--- src/rtl/booth2_pp_sum.sv ---
// Sums the four radix-4 Booth partial products of an 8x8 signed multiply into the 16-bit product.
// Two registered stages with valid/ready flow control. Each stage holds its data while stalled.
module booth2_pp_sum #(
    parameter int PP_W  = 10,
    parameter int OUT_W = 16
) (
    input  logic             clk,
    input  logic             rst,
    input  logic             pp_valid_i,
    output logic             pp_ready_o,
    input  logic [PP_W-1:0]  PP1,
    input  logic [PP_W-1:0]  PP2,
    input  logic [PP_W-1:0]  PP3,
    input  logic [PP_W-1:0]  PP4,
    output logic             prod_valid_o,
    input  logic             prod_ready_i,
    output logic [OUT_W-1:0] prod_o
);
    // The extra 3 bits absorb PPa + 4*PPb without overflow.
    localparam int S1_W = PP_W + 3;

    logic            v1, v2, adv1, adv2;
    logic [S1_W-1:0] pp1_x, pp2_x, pp3_x, pp4_x;
    logic [S1_W-1:0] lo_sum, hi_sum, s1_lo, s1_hi;
    logic [OUT_W-1:0] lo_x, hi_x;

    assign pp1_x = {{(S1_W-PP_W){PP1[PP_W-1]}}, PP1};
    assign pp2_x = {{(S1_W-PP_W){PP2[PP_W-1]}}, PP2};
    assign pp3_x = {{(S1_W-PP_W){PP3[PP_W-1]}}, PP3};
    assign pp4_x = {{(S1_W-PP_W){PP4[PP_W-1]}}, PP4};

    assign lo_sum = pp1_x + (pp2_x << 2);
    assign hi_sum = pp3_x + (pp4_x << 2);

    assign lo_x = {{(OUT_W-S1_W){s1_lo[S1_W-1]}}, s1_lo};
    assign hi_x = {{(OUT_W-S1_W){s1_hi[S1_W-1]}}, s1_hi};

    // The ready chain is the only combinational path through the block.
    assign adv2         = !v2 || prod_ready_i;
    assign adv1         = !v1 || adv2;
    assign pp_ready_o   = adv1;
    assign prod_valid_o = v2;

    always_ff @(posedge clk or posedge rst) begin
        if (rst) begin
            v1    <= 1'b0;
            s1_lo <= '0;
            s1_hi <= '0;
        end else if (adv1) begin
            v1 <= pp_valid_i;
            if (pp_valid_i) begin
                s1_lo <= lo_sum;
                s1_hi <= hi_sum;
            end
        end
    end

    always_ff @(posedge clk or posedge rst) begin
        if (rst) begin
            v2     <= 1'b0;
            prod_o <= '0;
        end else if (adv2) begin
            v2 <= v1;
            if (v1) prod_o <= lo_x + (hi_x << 4);
        end
    end
endmodule

--- config.mk ---
export PLATFORM = sky130hd
export DESIGN_NAME = booth2_pp_sum
export DESIGN_NICKNAME = d
export VERILOG_FILES = /design/src/rtl/booth2_pp_sum.sv
export SDC_FILE = /design/constraint.sdc
export NUM_CORES = 1
export LEC_CHECK = 0
export BUFFER_PORTS_ARGS = -buffer_cell sky130_fd_sc_hd__buf_2
export CORE_MARGIN = 2
export CORE_UTILIZATION = 50
export CTS_BUF_LIST = sky130_fd_sc_hd__clkbuf_16
export DETAILED_ROUTE_END_ITERATION = 8
export PLACE_DENSITY = 0.84
export SETUP_SLACK_MARGIN = 0.02
export SLEW_MARGIN = 5
export SYNTH_ARGS = -nofsm -noshare
export SYNTH_HDL_FRONTEND = slang
export SYNTH_SLANG_ARGS = --single-unit
export TNS_END_PERCENT = 50
--- constraint.sdc ---
create_clock -name clk -period 3.6 [get_ports clk]
set_clock_uncertainty 0.1 [all_clocks]
set_input_delay 0.54 -clock clk [delete_from_list [all_inputs] [get_ports clk]]
set_output_delay 0.54 -clock clk [all_outputs]
set_load 0.02 [all_outputs]
======== After elaboration in Yosys (flattened, before gate mapping) ========
Index checks and enable logic that the tools add are counted.
storage, ports and cells
  register bits after elaboration ......... 43
  latch bits .............................. 0
  RAM bits ................................ 0
  bits in read-only memories .............. 0
  input port bits ......................... 44
  output and inout bits ................... 18
  word-level logic and storage cells ...... 14
  memories ................................ 0
cells by class
  add/subtract/negate cells ............... 3
  $mul .................................... 0
  divide/modulo/power cells ............... 0
  $lt $le $gt $ge ......................... 0
  equality and inequality tests ........... 0
  shift-type cells ........................ 0
  muxes and demuxes ....................... 0
  bitwise operators ....................... 0
  reduce and logical (&&, ||, !) cells .... 6
operators by type and width
  kind                                       count
  16-bit adder                               1
  10-bit by 12-bit adder with 13-bit output  1
  10-bit by 12-bit adder with 12-bit output  1
  2-bit AND reduction                        2
  1-bit logical NOT                          2
  1-bit logical OR                           2

======== Logic depth before layout (Yosys ltp) ========
Gate-level depths: netlist of the first run.
  word-level depth ........................ 4
  depth in mapped cells ................... 8
  mapped depth without buffers ............ 8

======== Worst setup path before layout of the first run ========
Ideal clock, no wire load.
  path kind ............................... input to register
  start point ............................. input PP3[2]
  end point ............................... register s1_hi[8]
  arrival time ............................ 1.838 ns
  data required time ...................... 3.405 ns
  slack ................................... 1.567 ns
  cell stages on the path ................. 8
  buffers on the path ..................... 0
  cells stage by stage .................... ha_1 -> inv_1 -> fa_1 -> nor2b_4 -> o31a_1 -> o21a_1 -> o21a_1 -> o31ai_1
on the way
  cells in the longest elaborated chain, start to end .. 1
RTL lines
  item                                       RTL line  text
  from (decl)                                13        input logic [PP_W-1:0] PP3,
  10-bit by 12-bit adder with 12-bit output  33        assign hi_sum = pp3_x + (pp4_x << 2);
  to (signal assigned)                       53        s1_hi <= hi_sum;
  to (decl)                                  24        logic [S1_W-1:0] lo_sum, hi_sum, s1_lo, s1_hi;
No other way between the ends.
A chain may end at the register's enable or synchronous reset.

======== Final worst setup path of the first run ========
  start point ............................. register s1_lo[4]
  end point ............................... register prod_o[12]
on the way
  cells in the longest elaborated chain, start to end .. 1
RTL lines
  item                    RTL line  text
  from (decl)             24
  from (signal assigned)  52        s1_lo <= lo_sum;
  16-bit adder            64        if (v1) prod_o <= lo_x + (hi_x << 4);
  to (signal assigned)    64
  to (decl)               17        output logic [OUT_W-1:0] prod_o
No other way between the ends.

==> results of run 1 <==
-- cells in the final DEF (no fill, tap or decap), types with 4 or more instances in the layout --
cell,instances
xor2_1,13
mux2_1,4
nor2_1,9
dfrtp_1,43
clkbuf_16,5
nand2b_1,5
a21o_1,12
xnor2_1,5
buf_2,61
a21oi_1,13
o31ai_1,6
o21ai_0,18
nand2_1,34
a211oi_1,5
ha_1,30
o21a_1,8
mux2_2,8
o21ai_1,15
inv_1,10
nand3_1,4
-- per-stage QoR --
| stage | power (mW) | setup slack [ns] | hold slack, ns |
|---|---|---|---|
| after floorplan | 1.28 | 1.57 | 0.346 |
| after global placement | 1.46 | 1.28 | 0.359 |
| after detailed placement | 1.50 | 1.24 | 0.366 |
| after CTS | 1.93 | 1.36 | 0.241 |
| after global routing | 2.05 | 1.21 | 0.280 |
| final | 1.92 | 1.26 | 0.215 |
-- worst paths after layout --
kind,endpoint,cells past startpoint,startpoint
max in group asynchronous,prod_o[2],3,rst
hold reg to reg,s1_lo[3],2,s1_lo[3]
setup reg to reg,prod_o[12],7,s1_lo[4]
min in group clk,s1_lo[1],2,PP1[1]
setup / recovery,prod_o[12],7,s1_lo[4]
hold / removal,prod_o[7],2,rst
-- cells in the mapped netlist (all sizes together), types with 5 or more instances --
cell type,number
nor2,9
dfrtp,43
o21ai,33
mux2,12
nand2b,5
xnor2,5
a21oi,14
o31ai,7
a21o,12
o21a,8
nand2,34
buf,5
ha,30
xor2,13
inv,10
a211oi,6
-- per-layer routing --
layer  global-route usage (%)  up-vias  wire, um
met5                        0        -         0
li1                         -     1179         -
met1                     23.6     1068      2530
met4                     5.69        0        55
met2                     34.8       66      2980
met3                     2.60       10       224
-- flip-flops by register name (all words and copies together), names as in the netlist --
name and count:
prod_o 16, s1_lo 13, s1_hi 12, v1 1, prod_valid_o 1
-- final cells by class --
type	instances	area, um^2	area share, %
Clock inverter	2	8.76	0.260
Timing Repair Buffer	63	320	9.52
Sequential cell	43	1080	32.0
Inverter	10	37.5	1.12
Clock buffer	5	125	3.72
Multi-Input combinational cell	230	1710	50.7
Tap cell	72	90.1	2.68
-- power breakdown --
| part | internal (mW) | leakage [nW] | switching (mW) |
|---|---|---|---|
| clock | 0.249 | 0.0671 | 0.165 |
| sequential | 0.620 | 0.517 | 0.0804 |
| combinational | 0.339 | 1.08 | 0.471 |
| total | 1.21 | 1.67 | 0.717 |
-- cell families after synthesis --
family / after synthesis / synth area share (%)
AO/OA/AOI/OAI: 98 / 22.5
buffers and inverters: 16 / 2.54
adder cells (fa/ha/maj): 33 / 15.2
multiplexers: 12 / 4.73
XOR/XNOR: 18 / 5.52
AND/OR/NAND/NOR: 69 / 11.8
flip-flops: 43 / 37.7
==> flow_metrics.env, run 1 <==
export IMPL_fin_util_pct=61.1
export IMPL_hold_violations=0
export IMPL_clkTransAtPathRegs_ns=0.06
export IMPL_drtIter0Drc=109
export IMPL_ys_warn_count=0
export IMPL_finalCriticalPeriod_ns=2.34
export IMPL_yosysTopAreaCell="dfrtp_1"
export IMPL_worstSetupEndpointType="flop"
export IMPL_grt_overflow_total=0
export IMPL_vias=2323
export IMPL_cts_tree="done"
export IMPL_cts_sinks=43
export IMPL_crit_arrival_ns=2.37
export IMPL_critPathLaunchType="flop"
export IMPL_crit_fanout=3
export IMPL_post_place_cells=418
export IMPL_post_cts_buffers=0
export IMPL_n_fill_cell=453
export IMPL_io_buffers=61
export IMPL_core_area_um2=5510
export IMPL_fin_nets=430
export IMPL_p_leak_nw=1.67
export IMPL_synth_edf_count=0
export IMPL_synth_seq_cells=43
export IMPL_slew_headroom_pct=27.8
export IMPL_die_w_um=79.6
export IMPL_grt_pass1_vias=2234
export IMPL_antenna_diode_count=0
export IMPL_die_area_um2=6330
export IMPL_drc_errors=0
export IMPL_grt_antenna_before_repair=0
export IMPL_num_rows=27
export IMPL_h_tree_depth=2
export IMPL_post_dp_cell_area_um2=3230
export IMPL_irDropWorstVdd_v=0.000329
export IMPL_crit_path_max_incr_delay_ns=0.43
export IMPL_vias_per_cell=5.47
export IMPL_design_area_um2=3360
export IMPL_syn_cell_area_um2=2860
export IMPL_syn_inst=289
export IMPL_ioPinCount=62
export IMPL_grt_start_max_net_pins=35
export IMPL_fin_crit_sh_pct=64.9
export IMPL_clk_latency_ns=0.28
export IMPL_crit_path_cell_trace="ha_1 -> fa_1 -> a21oi_1 -> o211ai_1 -> a31oi_1 -> xor2_1 -> o21ai_1"
export IMPL_hold_buffers=0
export IMPL_layout_cells_non_filler=425
export IMPL_clk_path_buf_depth=2
export IMPL_crit_family="compound AO/OA/AOI/OAI gates"
export IMPL_die_y_um=79.6
export IMPL_syn_nets=366
export IMPL_syn_avg_cell_area_um2=9.88
export IMPL_cts_made_buffers=5
export IMPL_critPathKind="flop to flop"
export IMPL_r2r_slack_ns=1.26
export IMPL_crit_buf_inv=0
export IMPL_tightest_slew_ns=1.08
export IMPL_fin_tns_setup_ns=0
export IMPL_async_reset_ff_share_pct=100
export IMPL_grt_pass1_wl_um=9760
export IMPL_rsz0062_at_grt="no"
export IMPL_crit_slowest_cell="fa_1"
export IMPL_syn_to_final_growth_pct=17.8
export IMPL_initial_utilization_pct=51.9
export IMPL_p_per_area_nw_per_um2=572
export IMPL_postCtsResizedCells=0
export IMPL_fmax_mhz=428
export IMPL_ys_top_cells_by_area="dfrtp_1 38%, ha_1 13%, nand2_1 4.5%"
export IMPL_drive_above_1_share_pct=23.5
export IMPL_drtAntennaViolNets=0
export IMPL_hpwl_um=4480
export IMPL_finalSetupViolations=0
export IMPL_ys_flop_type="dfrtp_1"
export IMPL_critPathRequiredTime_ns=3.63
export IMPL_synth_seq_area_share_pct=37.7
export IMPL_drt_wirelength_per_cell_um=13.6
export IMPL_cts_root_buf="clkbuf_16"
export IMPL_wirelength_um=5780
export IMPL_drv_slew=0
export IMPL_synth_cell_types=48
export IMPL_grt_use_total_pct=19.2
export IMPL_maxCapViolations=0
export IMPL_outcome="completed"
export IMPL_dr_pass1_iters=5
export IMPL_hp_class="input port to asynchronous set/reset pin"
export IMPL_gp_congestion=0.827
export IMPL_synth_top_cell_area_share_pct=37.7
No activity file was read; power rests on OpenSTA's default activity.
==> run 2: changes to the inputs <==
--- a/config.mk
+++ b/config.mk
@@ -5,12 +5,13 @@
 export SDC_FILE = /design/constraint.sdc
 export NUM_CORES = 1
 export LEC_CHECK = 0
+export ABC_AREA = 1
 export BUFFER_PORTS_ARGS = -buffer_cell sky130_fd_sc_hd__buf_2
 export CORE_MARGIN = 2
 export CORE_UTILIZATION = 50
 export CTS_BUF_LIST = sky130_fd_sc_hd__clkbuf_16
 export DETAILED_ROUTE_END_ITERATION = 8
-export PLACE_DENSITY = 0.84
+export PLACE_DENSITY = 0.86
 export SETUP_SLACK_MARGIN = 0.02
 export SLEW_MARGIN = 5
 export SYNTH_ARGS = -nofsm -noshare
==> constraint.sdc (replaced) <==
create_clock -name clk -period 2.1 [get_ports clk]
set_clock_uncertainty 0.1 [all_clocks]
set_input_delay 0.315 -clock clk [delete_from_list [all_inputs] [get_ports clk]]
set_output_delay 0.315 -clock clk [all_outputs]
set_load 0.02 [all_outputs]
==> run 2 against run 1 <==
Net effect:
- combinational power grew 94%
- wire length rose by 14%
- clock power increased by 130%
- final area increased by 12%
- sequential share of layout area decreased by 3.4 points
- sequential power grew 73%
- global-route usage grew 0.44 points
- critical path type unchanged
- first-iteration DRC count up 14%
- die area rose by 11%
- flip-flop and latch count unchanged
- worst setup slack worse by 0.96 ns
- hold slack got worse by 0.16 ns
- highest routed layer unchanged
==> flow_metrics.env, run 2 <==
export IMPL_antenna_diode_count=0
export IMPL_hold_buffers=0
export IMPL_syn_inst=463
export IMPL_fmax_mhz=555
export IMPL_critPathRequiredTime_ns=2.16
export IMPL_crit_buf_inv=0
export IMPL_drtIter0Drc=124
export IMPL_final_common_cell="nand2_1"
export IMPL_p_leak_nw=2.18
export IMPL_synth_cell_types=22
export IMPL_largest_reg_flops=16
export IMPL_crit_path_max_incr_delay_ns=0.45
export IMPL_yosysTopAreaCell="dfrtp_1"
export IMPL_postCtsResizedCells=0
export IMPL_slew_headroom_pct=58.5
export IMPL_h_tree_depth=2
export IMPL_critPathLaunchType="flop"
export IMPL_grt_start_max_net_pins=44
export IMPL_clk_path_buf_depth=2
export IMPL_grt_pass1_wl_um=11800
export IMPL_synth_xor_area_share_pct=2.75
export IMPL_yosysMostFrequentCell="nand2_1"
export IMPL_design_area_um2=3760
export IMPL_finalCriticalPeriod_ns=1.80
export IMPL_synth_seq_cells=43
export IMPL_synthMuxAreaShare_pct=0
export IMPL_post_cts_buffers=0
export IMPL_outcome="completed"
export IMPL_die_y_um=83.9
export IMPL_tightest_slew_ns=0.622
export IMPL_vias=3032
export IMPL_synth_compound_area_share_pct=6.71
export IMPL_ioPinCount=62
export IMPL_hpwl_um=5280
export IMPL_drv_slew=0
export IMPL_syn_nets=540
export IMPL_io_buffers=61
export IMPL_num_rows=29
export IMPL_synth_top_family_by_area="simple AND/OR/NAND/NOR gates"
export IMPL_synth_simple_area_share_pct=34.9
export IMPL_gp_congestion=0.830
export IMPL_ys_flop_type="dfrtp_1"
export IMPL_ys_top_cells_by_area="dfrtp_1 34%, nand2_1 22%, ha_1 12%"
export IMPL_grt_overflow_total=0
export IMPL_n_fill_cell=556
export IMPL_crit_fanout=4
export IMPL_irDropWorstVdd_v=0.000712
export IMPL_crit_slowest_cell="fa_1"
export IMPL_die_w_um=83.9
export IMPL_cts_root_buf="clkbuf_16"
export IMPL_cts_tree="done"
export IMPL_ys_warn_count=0
export IMPL_post_dp_cell_area_um2=3570
export IMPL_worstSetupEndpointType="flop"
export IMPL_crit_path_cell_trace="ha_1 -> fa_1 -> nand2_1 -> nand3_1 -> nand2_1 -> xor2_1 -> o21ai_0"
export IMPL_fin_nets=603
export IMPL_critPathKind="flop to flop"
export IMPL_p_per_area_nw_per_um2=996
export IMPL_crit_family="adder cells"
export IMPL_drc_errors=0
export IMPL_hp_class="input port to asynchronous set/reset pin"
export IMPL_regMostFlops="prod_o"
export IMPL_drt_wirelength_per_cell_um=11.0
export IMPL_path_common_cell="nand2_1"
export IMPL_synth_edf_count=0
export IMPL_fin_tns_setup_ns=0
export IMPL_syn_to_final_growth_pct=17.9
export IMPL_largestRegisters="prod_o (16), s1_lo (13), s1_hi (12)"
export IMPL_async_reset_ff_share_pct=100
export IMPL_synthAdderAreaFrac_pct=13.6
export IMPL_drive_above_1_share_pct=14.4
export IMPL_die_area_um2=7040
export IMPL_core_area_um2=6280
export IMPL_syn_cell_area_um2=3190
export IMPL_dr_pass1_iters=4
export IMPL_cts_made_buffers=5
export IMPL_finalSetupViolations=0
export IMPL_synth_seq_area_share_pct=33.7
export IMPL_synth_common_cells="190 x nand2_1, 59 x inv_1, 43 x dfrtp_1, 36 x nand3_1, 30 x ha_1"
export IMPL_maxCapViolations=0
export IMPL_clkTransAtPathRegs_ns=0.06
export IMPL_syn_avg_cell_area_um2=6.89
export IMPL_grt_use_total_pct=19.6
export IMPL_synth_top_cell_area_share_pct=33.7
export IMPL_clk_latency_ns=0.28
export IMPL_fin_crit_sh_pct=85.8
export IMPL_rsz0062_at_grt="no"
export IMPL_hold_violations=0
export IMPL_drtAntennaViolNets=0
export IMPL_vias_per_cell=5.02
export IMPL_wirelength_um=6620
export IMPL_initial_utilization_pct=50.8
export IMPL_crit_arrival_ns=1.86
export IMPL_grt_pass1_vias=2889
export IMPL_cts_sinks=43
export IMPL_grt_antenna_before_repair=0
export IMPL_mostFrequentLayoutCells="190 x nand2_1, 61 x buf_2, 60 x inv_1"
## run 2: per-stage QoR
step	utilization [%]	power, mW	instances	setup slack (ns)	hold WS, ns
finish	59.9	3.75	604	0.298	0.0579
floorplan	-	2.36	463	0.448	0.325
global route	59.9	4.04	604	0.154	0.134
detailed placement	56.9	2.78	596	0.242	0.364
global placement	56.9	2.73	596	0.296	0.356
CTS	59.9	3.77	604	0.294	0.0777
## run 2: path summary, 6_finish.rpt
| path | startpoint | endpoint | slack [ns] | cells past startpoint |
|---|---|---|---|---|
| max | s1_lo[4] | prod_o[8] | 0.30 | 7 |
| min | rst | prod_o[1] | 0.06 | 3 |
| max reg2reg | s1_lo[4] | prod_o[8] | 0.30 | 7 |
| min reg2reg | prod_o[15] | prod_o[15] | 0.38 | 2 |
| max in group asynchronous | rst | prod_o[13] | 1.49 | 3 |
| min in group clk | PP1[0] | s1_lo[0] | 0.14 | 3 |
## run 2: final cells by class
class,instances,area [um^2],share of cell area [%]
well taps,77,96.3,2.56
inverters,59,221,5.89
clock inverters,3,63.8,1.70
repair buffers,64,328,8.72
clock buffers,5,125,3.33
flip-flops and latches,43,1080,28.6
multi-input cells,353,1850,49.2
## run 2: worst register-to-register path, cell delays in order (launching register included)
cell	delay (ns)
dfrtp_1	0.39
ha_1	0.24
fa_1	0.45
nand2_1	0.09
nand3_1	0.08
nand2_1	0.09
xor2_1	0.15
o21ai_0	0.10
## run 2: routing by layer
metal  global-route usage, %  share of wire, %
met5                       0                 0
met4                    5.57               1.4
met2                    34.3                47
met3                    2.87               3.6
met1                    25.2                48
## run 2: logic make-up (layout without fill, tap and decap cells)
family | count (synthesis) | in the layout
AOI/OAI and AO/OA | 40 | 40
xor gates and xnor gates | 10 | 10
adders and majority gates | 33 | 33
buffers and inverters | 67 | 131
DFF | 43 | 43
and+or+nand+nor | 270 | 270
## run 2: power breakdown
part           internal [mW]  switching, mW  total [mW]
Combinational          0.578          0.988        1.57
Clock                  0.676          0.296       0.972
Sequential              1.07          0.138        1.21
Total                   2.32           1.42        3.75
